$ cat config.mk
export PLATFORM = sky130hd
export DESIGN_NAME = scalar_rf_wb_ctrl
export DESIGN_NICKNAME = d
export VERILOG_FILES = /design/src/rtl/scalar_rf_wb_ctrl_pkg.sv /design/src/rtl/scalar_rf_wb_ctrl_rr_arbiter3.sv /design/src/rtl/scalar_rf_wb_ctrl.sv
export SDC_FILE = /design/constraint.sdc
export NUM_CORES = 1
export LEC_CHECK = 0
export CORE_MARGIN = 5
export CORE_UTILIZATION = 40
export DETAILED_ROUTE_END_ITERATION = 8
export PLACE_DENSITY_LB_ADDON = 0.15
export SLEW_MARGIN = 20
export SYNTH_ARGS = -nofsm -noshare
export SYNTH_HDL_FRONTEND = slang
export SYNTH_HIERARCHICAL = 1
export SYNTH_SLANG_ARGS = --single-unit
$ cat constraint.sdc
create_clock -name clk -period 3.3 [get_ports clk]
set_input_delay 0.66 -clock clk [delete_from_list [all_inputs] [get_ports clk]]
set_output_delay 0.66 -clock clk [all_outputs]
set_load 0.005 [all_outputs]
$ cat src/rtl/scalar_rf_wb_ctrl_pkg.sv
// Shared definitions for the scalar register file write-back controller.
// Provides the register-file command encodings, requester index map and a
// small helper for the three-way round-robin pointer.

`ifndef SCALAR_RF_NOP
`define SCALAR_RF_NOP 2'b00
`endif
`ifndef SCALAR_RF_WRITE
`define SCALAR_RF_WRITE 2'b01
`endif

package scalar_rf_wb_ctrl_pkg;

  // Register-file command encodings driven on wb_rf_signal.
  localparam logic [1:0] RF_SIG_NOP   = `SCALAR_RF_NOP;
  localparam logic [1:0] RF_SIG_WRITE = `SCALAR_RF_WRITE;

  // Fixed requester index map.
  localparam int unsigned REQ_ALU = 0;
  localparam int unsigned REQ_LSU = 1;
  localparam int unsigned REQ_VEC = 2;

  localparam int unsigned NUM_REQ   = 3;
  localparam int unsigned REG_IDX_W = 5;
  localparam int unsigned NUM_REGS  = 32;

  typedef enum logic [1:0] {
    ReqAlu = 2'd0,
    ReqLsu = 2'd1,
    ReqVec = 2'd2
  } req_id_e;

  typedef logic [1:0] req_idx_t;

  // Successor of a requester index, wrapping 2 -> 0.
  function automatic req_idx_t rr_next(input req_idx_t idx);
    req_idx_t nxt;
    case (idx)
      2'd0:    nxt = 2'd1;
      2'd1:    nxt = 2'd2;
      default: nxt = 2'd0;
    endcase
    return nxt;
  endfunction

endpackage

$ cat src/rtl/scalar_rf_wb_ctrl_rr_arbiter3.sv
// Three-way round-robin arbiter for the register-file write port.
// Ports:
//   clk, rst   - clock, asynchronous active-low reset
//   enable     - grant is produced and the pointer advances only when high
//   req_valid  - per-requester request
//   grant      - one-hot grant (also the accept strobe to the requester)
// The search starts at rr_ptr; after an accepted grant the pointer moves to
// the requester following the winner.

module rr_arbiter3
  import scalar_rf_wb_ctrl_pkg::*;
(
  input  logic       clk,
  input  logic       rst,
  input  logic       enable,
  input  logic [2:0] req_valid,
  output logic [2:0] grant
);

  req_idx_t   rr_ptr_q, rr_ptr_d;
  req_idx_t   pick_idx;
  req_idx_t   cand;
  logic [2:0] pick;

  always_comb begin
    pick     = '0;
    pick_idx = '0;
    cand     = rr_ptr_q;
    for (int i = 0; i < 3; i++) begin
      if (pick == 3'b000 && req_valid[cand]) begin
        pick[cand] = 1'b1;
        pick_idx   = cand;
      end
      cand = rr_next(cand);
    end
  end

  assign grant = enable ? pick : 3'b000;

  always_comb begin
    rr_ptr_d = rr_ptr_q;
    if (enable && pick != 3'b000) begin
      rr_ptr_d = rr_next(pick_idx);
    end
  end

  always_ff @(posedge clk or negedge rst) begin
    if (!rst) begin
      rr_ptr_q <= '0;
    end else begin
      rr_ptr_q <= rr_ptr_d;
    end
  end

endmodule

$ cat src/rtl/scalar_rf_wb_ctrl.sv
// Write-back controller for the 32-entry scalar register file.
// Shares the single write port among ALU, LSU and vector-extract results and
// keeps a per-register busy scoreboard for decode hazard checks.
// Ports:
//   clk, rst            - clock, asynchronous active-low reset
//   rdy_in              - global enable; low freezes all state and outputs
//   req_valid/rd/data   - packed per-requester write requests
//   req_ready           - one-hot accept to requesters
//   issue_valid/rd      - decode issue of an rd-writing instruction
//   issue_ready         - issue accepted (no WAW hazard on rd)
//   query_rs1/2         - decode source indices
//   rs1_busy/rs2_busy   - source has a pending write
//   wb_enabled, wb_rf_signal, wb_rd, wb_data - register-file write side

module scalar_rf_wb_ctrl
  import scalar_rf_wb_ctrl_pkg::*;
#(
  parameter int unsigned SCALAR_REG_LEN = 64,
  parameter int unsigned REQ_NUM        = 3
) (
  input  logic                          clk,
  input  logic                          rst,
  input  logic                          rdy_in,
  input  logic [REQ_NUM-1:0]            req_valid,
  input  logic [5*REQ_NUM-1:0]          req_rd,
  input  logic [SCALAR_REG_LEN*REQ_NUM-1:0] req_data,
  output logic [REQ_NUM-1:0]            req_ready,
  input  logic                          issue_valid,
  input  logic [4:0]                    issue_rd,
  output logic                          issue_ready,
  input  logic [4:0]                    query_rs1,
  input  logic [4:0]                    query_rs2,
  output logic                          rs1_busy,
  output logic                          rs2_busy,
  output logic                          wb_enabled,
  output logic [1:0]                    wb_rf_signal,
  output logic [4:0]                    wb_rd,
  output logic [SCALAR_REG_LEN-1:0]     wb_data
);

  // Combinational handshakes must read 0 while reset is held, whatever rdy_in does.
  logic active;
  assign active = rdy_in & rst;

  logic [REQ_NUM-1:0] grant;

  rr_arbiter3 u_arb (
    .clk       (clk),
    .rst       (rst),
    .enable    (active),
    .req_valid (req_valid),
    .grant     (grant)
  );

  assign req_ready = grant;

  // Select the granted requester's payload.
  logic [4:0]                sel_rd;
  logic [SCALAR_REG_LEN-1:0] sel_data;

  always_comb begin
    sel_rd   = '0;
    sel_data = '0;
    for (int i = 0; i < int'(REQ_NUM); i++) begin
      if (grant[i]) begin
        sel_rd   = req_rd[i*5 +: 5];
        sel_data = req_data[i*SCALAR_REG_LEN +: SCALAR_REG_LEN];
      end
    end
  end

  // Writes to x0 consume the grant but never reach the register file.
  logic wr_fire;
  assign wr_fire = (grant != '0) && (sel_rd != 5'd0);

  logic                      wb_enabled_q;
  logic [4:0]                wb_rd_q;
  logic [SCALAR_REG_LEN-1:0] wb_data_q;
  logic [NUM_REGS-1:0]       busy_q, busy_d;

  assign issue_ready = active && !busy_q[issue_rd];

  logic issue_fire;
  assign issue_fire = issue_valid && issue_ready && (issue_rd != 5'd0);

  // Clear lands on the edge that commits the write; a same-index set is
  // impossible because issue is blocked while that index is busy.
  always_comb begin
    busy_d = busy_q;
    if (wb_enabled_q) begin
      busy_d[wb_rd_q] = 1'b0;
    end
    if (issue_fire) begin
      busy_d[issue_rd] = 1'b1;
    end
    busy_d[0] = 1'b0;
  end

  always_ff @(posedge clk or negedge rst) begin
    if (!rst) begin
      wb_enabled_q <= 1'b0;
      wb_rd_q      <= '0;
      wb_data_q    <= '0;
      busy_q       <= '0;
    end else if (rdy_in) begin
      wb_enabled_q <= wr_fire;
      busy_q       <= busy_d;
      if (wr_fire) begin
        wb_rd_q   <= sel_rd;
        wb_data_q <= sel_data;
      end
    end
  end

  assign wb_enabled   = wb_enabled_q;
  assign wb_rf_signal = wb_enabled_q ? RF_SIG_WRITE : RF_SIG_NOP;
  assign wb_rd        = wb_rd_q;
  assign wb_data      = wb_data_q;
  assign rs1_busy     = busy_q[query_rs1];
  assign rs2_busy     = busy_q[query_rs2];

endmodule

==> reports/results.txt, run 1 <==
Setup Fix Bufs, Post-CTS = 0
Clock Tree Root = clkbuf_16
EDFF count, synth = 0
Reg2Reg Capture Point = wb_data[36]
CTS tree = done
Worst-path fanout max = 9
Num ports = 307
Num CTS Buffers = 9
Tot GR Track Use = 0.245
Vias per cell = 5.61
Clock Skews = 6.39 ps
Layout Cell Area excl Fill = 10,500 um^2
Num rows = 47
Max Cap Violations = 0
R2r setup slk = 620 ps
FILL cells = 1,285
Commonest non-fill, non-tap cells in the layout = 295 x clkdlybuf4s50_1, 103 x dfrtp_1, 96 x o21ai_0
Post-DP Area = 10,100 um^2
Fmax = 0.307 GHz
Layout cells sized above 1 = 0.184
Effective utilization at floorplan = 0.404
WP data required = 2640 ps
H-tree levels = 3
Core Region = 16,400 um^2
Die Y = 139 um
Tot Pwr = 5.27 mW
Static Leak = 4.21 nW
Non-Filler Instances = 1,174
Final setup fails = 0
1st-iter DRT viols = 535
Final #Nets = 1,178
# DRC = 0
Vias in the first global route = 6,888
Largest net degree at the start of global routing = 99
First-pass GRT wire length = 37,900 um
Post-CTS Hold Fix Bufs = 0
Crit path launch type = primary input
Worst Hold Class = in -> async
Slew Limit Fails = 0
Clk Latency, worst-skew pair = 340 ps
Seq/Total Area, Yosys = 0.388
Synth Cell Area = 6640 um^2
Hold Vio Cnt, Final = 0
Clock Tree Buf Depth = 2
Worst path arrival time = 2600 ps
Post-route minimum period = 3260 ps
Mapped Avg Cell Area = 10.4 um^2
DRT antenna net count = 0
Top_reg_cell synth = dfrtp_1
Synthesis-to-layout area growth = 58.9%
Max rail drop VDD = 345 uV
Total grt overflow = 0
Most common cell after layout, fill and taps aside = clkdlybuf4s50_1
GPL Wtd Cong = 1.02
Post-placement cell count = 1,154
Worst hold slack = 408 ps
Worst R2R Path Depth = 10
Routed len/inst = 20.7 um
Via count = 6,581
FF+latch area = 2580 um^2
Synth Net Count = 867
Async set-reset flop share out of synthesis = 1.00
Worst-path clk slew = 70 ps
Worst Tran Pin Value = 774 ps
CP Class = in -> out
Dpl hpwl = 19,400 um
Worst r2r src = u_arb/rr_ptr_q[0]
Syn Inst Count = 638
Initial antenna violation count = 0
Run status = finished, final reports clean
DRT Pass-1 Iters = 5
Die area = 19,300 um^2
CTS Sinks = 103
Crit end category = output port
Die Wd = 139 um
Synthesized flop and latch total = 103
Multi-input gate area = 3740 um^2
Final worst path period share = 0.986
# diodes = 0
Routed wire length = 24,300 um
Max_slew headroom = 0.484
Yosys warnings = 6
PortBufs = 305
Post-synth cell types = 50
PD cells = 500 nW/um^2
power breakdown:
group,internal [mW],total (mW),switching [mW]
clock network,0.668,1.15,0.480
registers,1.62,1.94,0.322
logic,1.42,2.18,0.761
total,3.71,5.27,1.56
flip-flops by register name, indices dropped and copies added (netlist names):
register and cells:
busy_q 31, wb_enabled 1, u_arb/rr_ptr_q 2, wb_data 64
wb_rd 5
cell type report:
type,instances,area share
clock inverter,7,0.00902
sequential,103,0.245
timing repair buffer,363,0.342
tap,220,0.0261
clock buffer,9,0.0214
multi-input combinational,468,0.355
inverter,4,0.00142
per-stage QoR:
step | TNS [ps] | setup WS (ps) | utilization
finish | 0 | 44.8 | 0.642
global route | -18.5 | -18.5 | 0.642
CTS | 0 | 14.0 | 0.641
detailed placement | -5250 | -422 | 0.617
global placement | -3540 | -362 | 0.617
floorplan | 0 | 346 | -
cell usage after synthesis, types with 3 or more instances:
| master | number | area share |
|---|---|---|
| inv_1 | 3 | 0.0017 |
| nor2b_1 | 7 | 0.0066 |
| buf_6 | 8 | 0.014 |
| a22o_1 | 5 | 0.0066 |
| mux2_4 | 60 | 0.14 |
| nor2_1 | 13 | 0.0074 |
| o21ai_0 | 96 | 0.072 |
| o31ai_1 | 19 | 0.021 |
| a21oi_1 | 21 | 0.016 |
| clkbuf_1 | 37 | 0.021 |
| or3_1 | 10 | 0.0094 |
| o21ai_1 | 7 | 0.0053 |
| buf_2 | 15 | 0.011 |
| nand3_1 | 3 | 0.0023 |
| nand3b_1 | 11 | 0.012 |
| mux2_1 | 4 | 0.0068 |
| mux4_2 | 22 | 0.075 |
| dfrtp_1 | 103 | 0.39 |
| a22oi_1 | 62 | 0.070 |
| buf_4 | 3 | 0.0034 |
| o41ai_2 | 5 | 0.012 |
| mux2i_1 | 9 | 0.014 |
| nand2_1 | 78 | 0.044 |
| nor3_1 | 4 | 0.0030 |
logic make-up (layout without fill, tap and decap cells):
| group | Yosys count | after routing | share of synthesized area |
|---|---|---|---|
| AOI/OAI and AO/OA | 232 | 232 | 0.226 |
| buffers and inverters | 67 | 383 | 0.0515 |
| other | 1 | 1 | 0.000565 |
| and+or+nand+nor | 138 | 138 | 0.0990 |
| DFF | 103 | 103 | 0.388 |
| muxes | 97 | 97 | 0.234 |
worst max-delay path by stage:
stage	to	slack [ps]	depth (start not counted)	start
6_report	rs2_busy	40	6	query_rs2[1]
2_1_floorplan	wb_data[10]	350	12	rdy_in
5_1_grt	rs2_busy	-20	7	query_rs2[1]
4_1_cts	req_ready[2]	10	8	rdy_in
3_5_place_dp	issue_ready	-420	7	issue_rd[0]
3_3_place_gp	issue_ready	-360	7	issue_rd[0]
worst max-delay path, cell delays in order:
cell             delay, ps
clkdlybuf4s50_1        480
buf_6                  150
mux4_2                 310
mux4_2                 460
mux2_2                 270
dlygate4sd2_1          260
layer usage:
metal,share of wire,wire length [um],global-route usage,up-vias
met2,0.53,12800,0.446,320
met4,0.023,560,0.0664,0
met3,0.071,1720,0.0503,47
met5,0,0,0,-
li1,-,-,-,3016
met1,0.38,9210,0.294,3198
repair_timing:
| item | 4_1_cts | 5_1_grt |
|---|---|---|
| gates resized for setup | 15 | 7 |
| pin swaps | 1 | 0 |
| gates cloned | 2 | 1 |
| setup endpoints to repair | 3 | 3 |
(Power assumes the default switching activity.)
==> inputs of run 2 (changes only) <==
==> constraint.sdc (replaced) <==
create_clock -name clk -period 3.2 [get_ports clk]
set_input_delay 0.64 -clock clk [delete_from_list [all_inputs] [get_ports clk]]
set_output_delay 0.64 -clock clk [all_outputs]
set_load 0.005 [all_outputs]
==> run 2 against run 1 <==
- first-iteration DRC count is 1.5% higher
- clock skew is 3.8 ps higher
- power is 3.0% higher
- register-to-register slack worse by 110 ps
- largest power group unchanged
- cell area is 0.23% higher
==> reports/results.txt, run 2 (synthesis gave the netlist of run 1 again) <==
Die Y = 139 um
Number of flip-flops in the largest register = 64
Crit path launch type = primary input
Highest cell delay on the worst timing path = 480 ps
CP top delay family = multiplexers
Fmax = 0.319 GHz
Slew Limit Fails = 0
Layout cells sized above 1 = 0.190
Worst path arrival time = 2500 ps
1st-iter DRT viols = 543
Via count = 6,526
PortBufs = 305
Clk Latency, worst-skew pair = 340 ps
Static Leak = 4.22 nW
Die area = 19,300 um^2
# diodes = 0
Post-CTS Hold Fix Bufs = 0
Worst-path clk slew = 70 ps
Post-route minimum period = 3140 ps
Clock Skews = 10.2 ps
TNS Setup = 0 ps
Post-place setup slack = -513 ps
PD cells = 514 nW/um^2
Tot GR Track Use = 0.247
Most common cell after layout, fill and taps aside = clkdlybuf4s50_1
Initial antenna violation count = 1
Crit path top cell by count = mux4_2
Crit end category = output port
Commonest non-fill, non-tap cells in the layout = 292 x clkdlybuf4s50_1, 103 x dfrtp_1, 96 x o21ai_0
Synthesis-to-layout area growth = 59.2%
Max Cap Violations = 0
Run status = finished, final reports clean
Hold Vio Cnt, Final = 0
Post-DP Area = 10,100 um^2
Worst path bufs/invs = 3
Effective utilization at floorplan = 0.404
Slowest CP cell = mux4_2
Layout Cell Area excl Fill = 10,600 um^2
Final setup fails = 0
Clock Tree Buf Depth = 2
Worst-path fanout max = 4
Worst Hold Class = in -> async
Final #Nets = 1,177
Num rows = 47
Final worst path period share = 0.981
Num CTS Buffers = 9
Clock Tree Root = clkbuf_16
Total grt overflow = 0
CTS tree = done
Vias per cell = 5.56
H-tree levels = 3
Largest net degree at the start of global routing = 101
Post-placement cell count = 1,152
Max rail drop VDD = 293 uV
CP Class = in -> out
Routed wire length = 24,500 um
Critical path, cell by cell = buf_2, bufbuf_16, mux4_2, mux4_2, mux2_2, dlygate4sd2_1
Routed len/inst = 20.9 um
DRT antenna net count = 0
RSZ-0062 raised after global routing = false
First-pass GRT wire length = 37,900 um
Max_slew headroom = 0.479
Core Region = 16,400 um^2
DRT Pass-1 Iters = 5
GPL Wtd Cong = 1.01
Num ports = 307
FILL cells = 1,279
WP data required = 2560 ps
# DRC = 0
CTS Sinks = 103
Die Wd = 139 um
Worst Tran Pin Value = 782 ps
Non-Filler Instances = 1,173
Final setup margin = 61.9 ps
Vias in the first global route = 6,955
Dpl hpwl = 19,400 um
## run 2: where the power goes
part / total (mW) / leakage, nW / switching [mW] / internal, mW
clock network: 1.18 / 0.156 / 0.473 / 0.707
registers: 2.00 / 1.40 / 0.326 / 1.67
logic: 2.25 / 2.67 / 0.783 / 1.47
total: 5.43 / 4.22 / 1.58 / 3.85
## run 2: worst register-to-register path, delay by kind of cell, from the launching register on
family,cells,cell delay (ps)
compound gates,4,810
simple gates,2,540
flops,1,430
buf+inv,3,420
mux,1,340
## run 2: final timing paths
path / end / slack, ps / startpoint / cells after the start
max: rs1_busy / 60 / query_rs1[0] / 6
min in group clk: wb_data[1] / 490 / wb_data[1] / 1
min reg2reg: wb_data[1] / 490 / wb_data[1] / 1
max reg2reg: wb_data[35] / 510 / u_arb/rr_ptr_q[0] / 10
min: wb_data[18] / 380 / rst / 2
max in group asynchronous: busy_q[31] / 1610 / rst / 3
## run 2: cell type report
| cell class | count | area, um^2 | area share |
|---|---|---|---|
| clock buffer | 11 | 243 | 0.0230 |
| tap | 220 | 275 | 0.0261 |
| clock inverter | 5 | 81.3 | 0.00770 |
| timing repair buffer | 362 | 3600 | 0.341 |
| sequential | 103 | 2580 | 0.244 |
| inverter | 4 | 15.0 | 0.00142 |
| multi-input combinational | 468 | 3770 | 0.357 |
## run 2: metrics by stage
| stage | power (mW) | utilization | hold slack (ps) |
|---|---|---|---|
| 2_1_floorplan | 2.88 | - | 344 |
| 3_3_place_gp | 4.22 | 0.616 | 473 |
| 3_5_place_dp | 4.26 | 0.617 | 475 |
| 4_1_cts | 5.49 | 0.643 | 392 |
| 5_1_grt | 5.71 | 0.644 | 427 |
| 6_report | 5.43 | 0.644 | 383 |
## run 2: repair_timing
action,CTS,global route
cloned,4,0
pin swaps,0,1
resized for setup,33,5
setup buffers,1,0
endpoints found under the setup margin,4,50
hold endpoints to repair,0,0
## run 2: layer usage
layer | GRT usage | up-vias | part of all wire
met1 | 0.282 | 3125 | 0.37
met3 | 0.0707 | 60 | 0.080
met2 | 0.441 | 317 | 0.52
met4 | 0.0881 | 2 | 0.032
met5 | 0 | - | 0.00082
li1 | - | 3022 | -
==> inputs of run 3 (changes only) <==
--- a/config.mk
+++ b/config.mk
@@ -5,11 +5,11 @@
 export SDC_FILE = /design/constraint.sdc
 export NUM_CORES = 1
 export LEC_CHECK = 0
+export ABC_CLOCK_PERIOD_IN_PS = 3200
 export CORE_MARGIN = 5
 export CORE_UTILIZATION = 40
 export DETAILED_ROUTE_END_ITERATION = 8
 export PLACE_DENSITY_LB_ADDON = 0.15
-export SLEW_MARGIN = 20
 export SYNTH_ARGS = -nofsm -noshare
 export SYNTH_HDL_FRONTEND = slang
 export SYNTH_HIERARCHICAL = 1
==> run 3 against run 2 <==
- clock skew fell by 2.3 ps
- combinational power barely moved
- critical endpoint is now rs2_busy
- register-to-register slack barely moved
- critical path depth did not move
- wire length rose by 1.3%
- cell count did not move
- worst setup slack improved by 1.0 ps
- sequential power barely moved
- first-iteration DRC count rose by 27%
- non-clock buffer count rose by 1
==> reports/results.txt, run 3 (synthesis gave the netlist of run 1 again) <==
Run status = finished, final reports clean
Die area = 19,300 um^2
Post-place setup slack = -492 ps
Slowest CP cell = mux4_2
Worst Hold Class = in -> async
PortBufs = 305
Total grt overflow = 0
Max_slew headroom = 0.486
Layout cells sized above 1 = 0.191
Crit path top cell by count = mux4_2
Num rows = 47
Crit end category = output port
Critical path, cell by cell = buf_2, bufbuf_16, mux4_2, mux4_2, mux2_2, dlygate4sd2_1
# DRC = 0
Synthesis-to-layout area growth = 59.7%
Worst path arrival time = 2500 ps
Routed len/inst = 21.1 um
Worst Tran Pin Value = 771 ps
First-pass GRT wire length = 38,700 um
DRT Pass-1 Iters = 7
CTS tree = done
Hold Vio Cnt, Final = 0
Dpl hpwl = 19,400 um
Max rail drop VDD = 313 uV
PD cells = 523 nW/um^2
DRT antenna net count = 0
Core Region = 16,400 um^2
Num ports = 307
Final setup margin = 63.0 ps
CP Class = in -> out
Fmax = 0.319 GHz
Routed wire length = 24,800 um
Commonest non-fill, non-tap cells in the layout = 293 x clkdlybuf4s50_1, 103 x dfrtp_1, 96 x o21ai_0
Final worst path period share = 0.980
Worst r2r src = u_arb/rr_ptr_q[0]
Final #Nets = 1,178
H-tree levels = 3
Via count = 6,687
WP data required = 2560 ps
Vias in the first global route = 7,111
Worst-path fanout max = 4
# diodes = 0
Post-route minimum period = 3140 ps
Highest cell delay on the worst timing path = 480 ps
CTS Sinks = 103
Effective utilization at floorplan = 0.404
Slew Limit Fails = 0
Clock Tree Root = clkbuf_16
Most common cell after layout, fill and taps aside = clkdlybuf4s50_1
Largest net degree at the start of global routing = 101
Die Y = 139 um
Die Wd = 139 um
Initial antenna violation count = 1
1st-iter DRT viols = 687
Final setup fails = 0
Num CTS Buffers = 9
Clk Latency, worst-skew pair = 350 ps
Tot GR Track Use = 0.251
Static Leak = 4.22 nW
Clock Tree Buf Depth = 2
Layout Cell Area excl Fill = 10,600 um^2
Post-DP Area = 10,100 um^2
Crit path launch type = primary input
GPL Wtd Cong = 1.01
Max Cap Violations = 0
Worst-path clk slew = 70 ps
Clock Skews = 7.96 ps
RSZ-0062 raised after global routing = false
Number of flip-flops in the largest register = 64
Vias per cell = 5.70
Critical Path Source = query_rs2[0]
==> run 3: repair_timing <==
action	CTS	global route
hold buffers	0	0
gates resized for setup	32	4
pin swaps	0	1
endpoints found under the setup margin	4	49
setup buffers	2	0
gates cloned	4	0
==> run 3: worst max-delay path: cells and delay by family <==
family,cells,cell delay (ps)
buffers and inverters,3,650
multiplexers,3,1220
==> run 3: per-layer routing <==
layer,track usage,vias up,routed length [um]
met5,0,-,20
met4,0.115,2,1070
met3,0.0597,79,1870
met2,0.442,353,12600
met1,0.290,3234,9170
li1,-,3019,-
==> run 3: where the power goes <==
part	internal, mW	total [mW]	switching, mW
combinational	1.47	2.26	0.792
clock	0.783	1.27	0.486
sequential	1.67	2.00	0.334
total	3.92	5.54	1.61
==> run 3: worst paths after layout <==
path                                to  slack [ps]  depth (start not counted)
hold / removal             wb_data[18]         390                          2
min in group clk            wb_data[1]         490                          1
max in group asynchronous  wb_data[33]        1620                          3
setup / recovery              rs2_busy          60                          6
setup reg to reg           wb_data[35]         500                         10
hold reg to reg             wb_data[1]         490                          1
==> run 3: final cells by class <==
| class | instances | area [um^2] |
|---|---|---|
| fill | 1282 | 5810 |
| clock inverter | 5 | 106 |
| inverter | 4 | 15.0 |
| timing repair buffer | 363 | 3610 |
| multi-input combinational | 468 | 3770 |
| clock buffer | 10 | 239 |
| sequential | 103 | 2580 |
| tap | 220 | 275 |
==> run 3: metrics by stage <==
step / util / power, mW / TNS, ps / instances / hold WS [ps]
4_1_cts: 0.644 / 5.57 / 0 / 1172 / 399
3_3_place_gp: 0.616 / 4.22 / -8630 / 1151 / 473
6_report: 0.646 / 5.54 / 0 / 1173 / 389
2_1_floorplan: - / 2.88 / 0 / 638 / 344
5_1_grt: 0.646 / 5.79 / 0 / 1173 / 445
3_5_place_dp: 0.616 / 4.26 / -13300 / 1151 / 480
